File: src/rtl/ccff_chain_loader_if.sv
// rtl/ccff_chain_loader_if.sv - word stream handshake between bitstream source and chain loader
interface ccff_chain_loader_if #(
    parameter int WORD_W = 8
);
    logic [WORD_W-1:0] word_in;
    logic              word_valid;
    logic              word_ready;

    modport master (output word_in, output word_valid, input word_ready);
    modport slave  (input word_in, input word_valid, output word_ready);
endinterface

File: src/rtl/ccff_chain_loader.sv
// rtl/ccff_chain_loader.sv - probes the configuration chain length, then streams the bitstream into it
module ccff_chain_loader #(
    parameter int CHAIN_LEN = 16,
    parameter int WORD_W    = 8
) (
    input  logic               prog_clk,
    input  logic               pReset_n,
    input  logic               start,
    ccff_chain_loader_if.slave word_if,
    output logic               ccff_head,
    output logic               prog_clk_en,
    input  logic               ccff_tail,
    output logic               busy,
    output logic               done,
    output logic               len_err
);
    localparam int CW = $clog2(CHAIN_LEN + 1);
    localparam int RW = $clog2(WORD_W + 1);
    localparam logic [CW-1:0] LEN    = CW'(CHAIN_LEN);
    localparam logic [RW-1:0] REFILL = RW'(WORD_W - 1);

    typedef enum logic [1:0] {IDLE, PROBE, LOAD, DONE} state_t;

    state_t            state_q, state_d;
    logic [CW-1:0]     cnt_q, cnt_d;
    logic [WORD_W-1:0] data_q, data_d;
    logic [RW-1:0]     rem_q, rem_d;
    logic              head_d, en_d, err_d;
    logic              word_ready;

    // A word is taken only into an empty buffer; its bit 0 is issued in the same edge
    assign word_ready         = (state_q == LOAD) && (rem_q == '0) && (cnt_q < LEN);
    assign word_if.word_ready = word_ready;
    assign busy               = (state_q != IDLE);
    assign done               = (state_q == DONE);

    always_ff @(posedge prog_clk or negedge pReset_n) begin
        if (!pReset_n) begin
            state_q     <= IDLE;
            cnt_q       <= '0;
            data_q      <= '0;
            rem_q       <= '0;
            ccff_head   <= 1'b0;
            prog_clk_en <= 1'b0;
            len_err     <= 1'b0;
        end else begin
            state_q     <= state_d;
            cnt_q       <= cnt_d;
            data_q      <= data_d;
            rem_q       <= rem_d;
            ccff_head   <= head_d;
            prog_clk_en <= en_d;
            len_err     <= err_d;
        end
    end

    always_comb begin
        state_d = state_q;
        cnt_d   = cnt_q;
        data_d  = data_q;
        rem_d   = rem_q;
        head_d  = 1'b0;
        en_d    = 1'b0;
        err_d   = len_err;
        case (state_q)
            IDLE: begin
                if (start) begin
                    state_d = PROBE;
                    cnt_d   = '0;
                    err_d   = 1'b0;
                    head_d  = 1'b1;
                    en_d    = 1'b1;
                end
            end
            PROBE: begin
                // cnt_q counts completed shifts, so ccff_tail here reflects cnt_q shifts
                if ((cnt_q != '0) && (cnt_q < LEN) && ccff_tail) begin
                    err_d   = 1'b1;
                    state_d = IDLE;
                end else if (prog_clk_en) begin
                    cnt_d = cnt_q + CW'(1);
                    en_d  = (cnt_d != LEN);
                end else if (ccff_tail) begin
                    state_d = LOAD;
                    cnt_d   = '0;
                end else begin
                    err_d   = 1'b1;
                    state_d = IDLE;
                end
            end
            LOAD: begin
                if (cnt_q == LEN) begin
                    state_d = DONE;
                    data_d  = '0;
                    rem_d   = '0;
                end else if (rem_q != '0) begin
                    head_d = data_q[0];
                    en_d   = 1'b1;
                    data_d = data_q >> 1;
                    rem_d  = rem_q - RW'(1);
                    cnt_d  = cnt_q + CW'(1);
                end else if (word_ready && word_if.word_valid) begin
                    head_d = word_if.word_in[0];
                    en_d   = 1'b1;
                    data_d = word_if.word_in >> 1;
                    rem_d  = REFILL;
                    cnt_d  = cnt_q + CW'(1);
                end
            end
            DONE: begin
                state_d = IDLE;
            end
            default: begin
                state_d = IDLE;
            end
        endcase
    end
endmodule

File: src/flat_wrapper.sv
// flat-port wrapper written by rule: the top's interface ports become plain ports
module ccff_chain_loader_flat 
#(
    parameter int CHAIN_LEN = 16,
    parameter int WORD_W    = 8
)
  (prog_clk, pReset_n, start, ccff_head, prog_clk_en, ccff_tail, busy, done, len_err, word_if_word_in, word_if_word_valid, word_if_word_ready);
  ccff_chain_loader_if #(.WORD_W(WORD_W)) word_if_i ();
  input  logic prog_clk;
  input  logic pReset_n;
  input  logic start;
  output logic ccff_head;
  output logic prog_clk_en;
  input  logic ccff_tail;
  output logic busy;
  output logic done;
  output logic len_err;
  input wire logic [$bits(word_if_i.word_in)-1:0] word_if_word_in;
  input wire logic [$bits(word_if_i.word_valid)-1:0] word_if_word_valid;
  output wire logic [$bits(word_if_i.word_ready)-1:0] word_if_word_ready;
  assign word_if_i.word_in = word_if_word_in;
  assign word_if_i.word_valid = word_if_word_valid;
  assign word_if_word_ready = word_if_i.word_ready;
  ccff_chain_loader #(.CHAIN_LEN(CHAIN_LEN), .WORD_W(WORD_W)) u_core (.prog_clk(prog_clk), .pReset_n(pReset_n), .start(start), .word_if(word_if_i), .ccff_head(ccff_head), .prog_clk_en(prog_clk_en), .ccff_tail(ccff_tail), .busy(busy), .done(done), .len_err(len_err));
endmodule
File: config.mk
export PLATFORM = sky130hd
export DESIGN_NAME = ccff_chain_loader_flat
export DESIGN_NICKNAME = d
export VERILOG_FILES = /design/src/rtl/ccff_chain_loader_if.sv /design/src/rtl/ccff_chain_loader.sv /design/src/flat_wrapper.sv
export SDC_FILE = /design/constraint.sdc
export NUM_CORES = 1
export LEC_CHECK = 0
export CORE_AREA = 10 10 67 69
export DETAILED_ROUTE_END_ITERATION = 16
export DIE_AREA = 0 0 77 79
export GPL_ROUTABILITY_DRIVEN = 0
export PLACE_DENSITY = 0.77
export SYNTH_ARGS = -nofsm -noshare
export SYNTH_HDL_FRONTEND = slang
export SYNTH_SLANG_ARGS = --single-unit
export TNS_END_PERCENT = 5
File: constraint.sdc
create_clock -name prog_clk -period 2.7 [get_ports prog_clk]
set_input_delay 0.27 -clock prog_clk [delete_from_list [all_inputs] [get_ports prog_clk]]
set_output_delay 0.27 -clock prog_clk [all_outputs]
set_load 0.03 [all_outputs]
==> results.sh <==
export IMPL_synthToLayoutAreaGrowth_pct=17.97
export IMPL_row_count=21
export IMPL_reg2reg_depth=8
export IMPL_yosysWarnings=0
export IMPL_synth_avg_cell_area_um2=9.509
export IMPL_cts_root_buf="clkbuf_4"
export IMPL_grt_pass1_wl_mm=5.195
export IMPL_final_core_util=0.5033
export IMPL_synthFlopType="dfrtp_1"
export IMPL_power_leakage_nw=0.7547
export IMPL_synth_edf_count=0
export IMPL_core_um2=3232
export IMPL_cts_tree="yes"
export IMPL_firstDrtPassIters=4
export IMPL_cp_start_kind="flip-flop"
export IMPL_dieArea_um2=6083
export IMPL_clkLatencyLatePin_ns=0.30
export IMPL_cp_end_kind="output pin"
export IMPL_total_power_mw=1.525
export IMPL_layout_drive_gt1_share=0.09146
export IMPL_crit_start="u_core.state_q[0]"
export IMPL_r2r_slack_ns=0.56
export IMPL_grtUsageTotal=0.1026
export IMPL_grt_pass1_vias=1071
export IMPL_setup_tns_ns=0
export IMPL_finalCriticalPeriod_ns=2.175
export IMPL_cts_buffers=3
export IMPL_r2r_start="u_core.rem_q[0]"
export IMPL_vias_per_cell=5.148
export IMPL_skew_ns=0.002633
export IMPL_fillers=312
export IMPL_drv_cap=0
export IMPL_start_util=0.4266
export IMPL_htree_levels=1
export IMPL_dieHeight_um=79
export IMPL_yosysUniqueCellTypes=38
export IMPL_ctsLongestPathBuffers=2
export IMPL_clk_pin_slew_ns=0.11
export IMPL_endpoint="word_if_word_ready"
export IMPL_crit_fanout=8
export IMPL_max_freq_ghz=0.4597
export IMPL_vdd_drop_max_v=0.0004378
export IMPL_antenna_found_initial=0
export IMPL_hp_class="input pin to async pin"
export IMPL_slew_violations=0
export IMPL_drtIter0Drc=56
export IMPL_setup_viol=0
export IMPL_cts_sinks=21
export IMPL_finalHoldViolations=0
export IMPL_ant_nets=0
export IMPL_syn_instance_count=145
export IMPL_netlist_area_um2=1379
export IMPL_num_antenna_cells=0
export IMPL_arrival_ns=1.91
export IMPL_overflow=0
export IMPL_fin_crit_sh=0.8057
export IMPL_ys_ff_latch=21
export IMPL_grt_max_degree=22
export IMPL_dp_hpwl_mm=2.280
export IMPL_ys_seq_area_frac=0.3811
export IMPL_vias=1081
export IMPL_setup_worst_path_class="flip-flop to output pin"
export IMPL_io_pins=19
export IMPL_rsz0062_at_grt="false"
export IMPL_io_buffers=18
export IMPL_synthArstFlopShare=1.000
export IMPL_synth_nets=167
export IMPL_nets=187
export IMPL_die_width_um=77
export IMPL_wl_per_cell_um=13.94
export IMPL_status="completed"
export IMPL_rr_endpoint="u_core.prog_clk_en"
export IMPL_drc_errors=0
export IMPL_worst_pin_slew_ns=0.9392
export IMPL_wl_mm=2.927
export IMPL_cp_required_ns=2.43
export IMPL_timing_slew_headroom=0.3719
export IMPL_power_density_nw_per_um2=937.8
[flip-flops by register name (all words and copies together), names as in the netlist, named ones only]
signal and flops:
u_core.state_q 1, u_core.cnt_q 5, u_core.data_q 7, u_core.len_err 1
u_core.prog_clk_en 1, u_core.rem_q 4, u_core.ccff_head 1
[layout make-up]
class,count,area (µm²),share of cell area
Clock buffer,4,26.28,0.01615
Inverter,13,48.80,0.03000
Multi-Input combinational cell,106,770.7,0.4738
Sequential cell,21,525.5,0.3231
Tap cell,46,57.56,0.03538
Timing Repair Buffer,20,197.7,0.1215
[synth_stat cells (2+ instances only)]
library cell	n	area, µm²
o21ai_0	4	20.02
o21ai_1	12	60.06
a211o_1	2	17.52
nand3b_1	2	15.01
o211ai_1	2	15.01
nor2_1	9	33.78
mux2i_1	7	70.07
a21o_1	2	15.01
inv_1	13	48.80
buf_2	3	15.01
nor3_1	3	15.01
o31ai_1	2	15.01
dfrtp_1	21	525.5
a21oi_1	7	35.03
nand2_1	22	82.58
ha_1	9	112.6
or3b_1	2	17.52
nand3_1	3	15.01
[how the worst min path moves through the flow]
stage / end / from / cells after the start / slack [ns]
global placement: u_core.data_q[3] / u_core.data_q[3] / 2 / 0.47
global route: u_core.data_q[6] / word_if_word_in[7] / 3 / 0.51
CTS: u_core.rem_q[1] / pReset_n / 1 / 0.51
floorplan: async pin / pReset_n / 0 / -0.03
detailed placement: u_core.data_q[6] / u_core.data_q[6] / 2 / 0.48
finish: u_core.data_q[5] / pReset_n / 1 / 0.48
[cells in the final DEF, fill, tap and decap left out, drive strengths merged, types with 2 or more instances in the layout]
| master | netlist | layout |
|---|---|---|
| clkdlybuf4s50 | 0 | 17 |
| buf | 5 | 2 |
| nor3 | 3 | 3 |
| nand3 | 3 | 3 |
| nor3b | 3 | 3 |
| nor4 | 2 | 2 |
| a21oi | 7 | 7 |
| o21ai | 16 | 16 |
| nand2 | 22 | 22 |
| clkbuf | 0 | 4 |
| mux2i | 7 | 7 |
| a21o | 2 | 2 |
| inv | 13 | 13 |
| nor2 | 9 | 9 |
| dfrtp | 21 | 21 |
| a211o | 2 | 2 |
| or3b | 2 | 2 |
| nand3b | 2 | 2 |
| o31ai | 2 | 2 |
| o211ai | 3 | 3 |
| ha | 9 | 9 |
[metal layers]
metal	vias up	track usage	wire length, µm
li1	545	-	-
met1	513	0.1214	1320
met2	21	0.1788	1492
met3	2	0.02928	98
met4	0	0.02737	17
met5	-	0	0
[logic make-up after synthesis]
group | Yosys count | share of synthesized area
buf+inv | 18 | 0.05989
fa+ha+maj | 9 | 0.08167
simple gates | 50 | 0.2069
flops | 21 | 0.3811
mux | 8 | 0.05899
compound gates | 39 | 0.2114
[metrics by stage]
step / setup WS [ns] / cell area [µm²] / cells / hold slack, ns
final: 0.5247 / 1627 / 210 / 0.4785
after global routing: 0.3832 / 1627 / 210 / 0.5101
after CTS: 0.1073 / 1624 / 210 / 0.5074
after detailed placement: 0.4498 / 1598 / 206 / 0.4816
after global placement: 0.5318 / 1598 / 206 / 0.4698
after floorplan: 0.5669 / 1379 / 145 / -0.02559
[critical path, stage by stage (launching register included)]
cell and delay [ns]:
dfrtp_1 0.43, inv_1 0.15, ha_1 0.32, inv_1 0.15, nor3_1 0.22, dlymetal6s2s_1 0.32
[what timing repair did]
action / 4_1_cts / 5_1_grt
buffers inserted: 0 / 0
resized for setup: 0 / 1
hold buffers: 0 / 0
setup endpoints to repair: 0 / 1
endpoints found under the hold margin: 0 / 0
[power breakdown]
group          switching, mW  internal, mW  leakage (nW)
sequential             0.101         0.425         0.274
clock                 0.0949        0.0577        0.0150
combinational          0.484         0.362         0.465
total                  0.680         0.845         0.755
No activity file was read; power rests on OpenSTA's default activity.
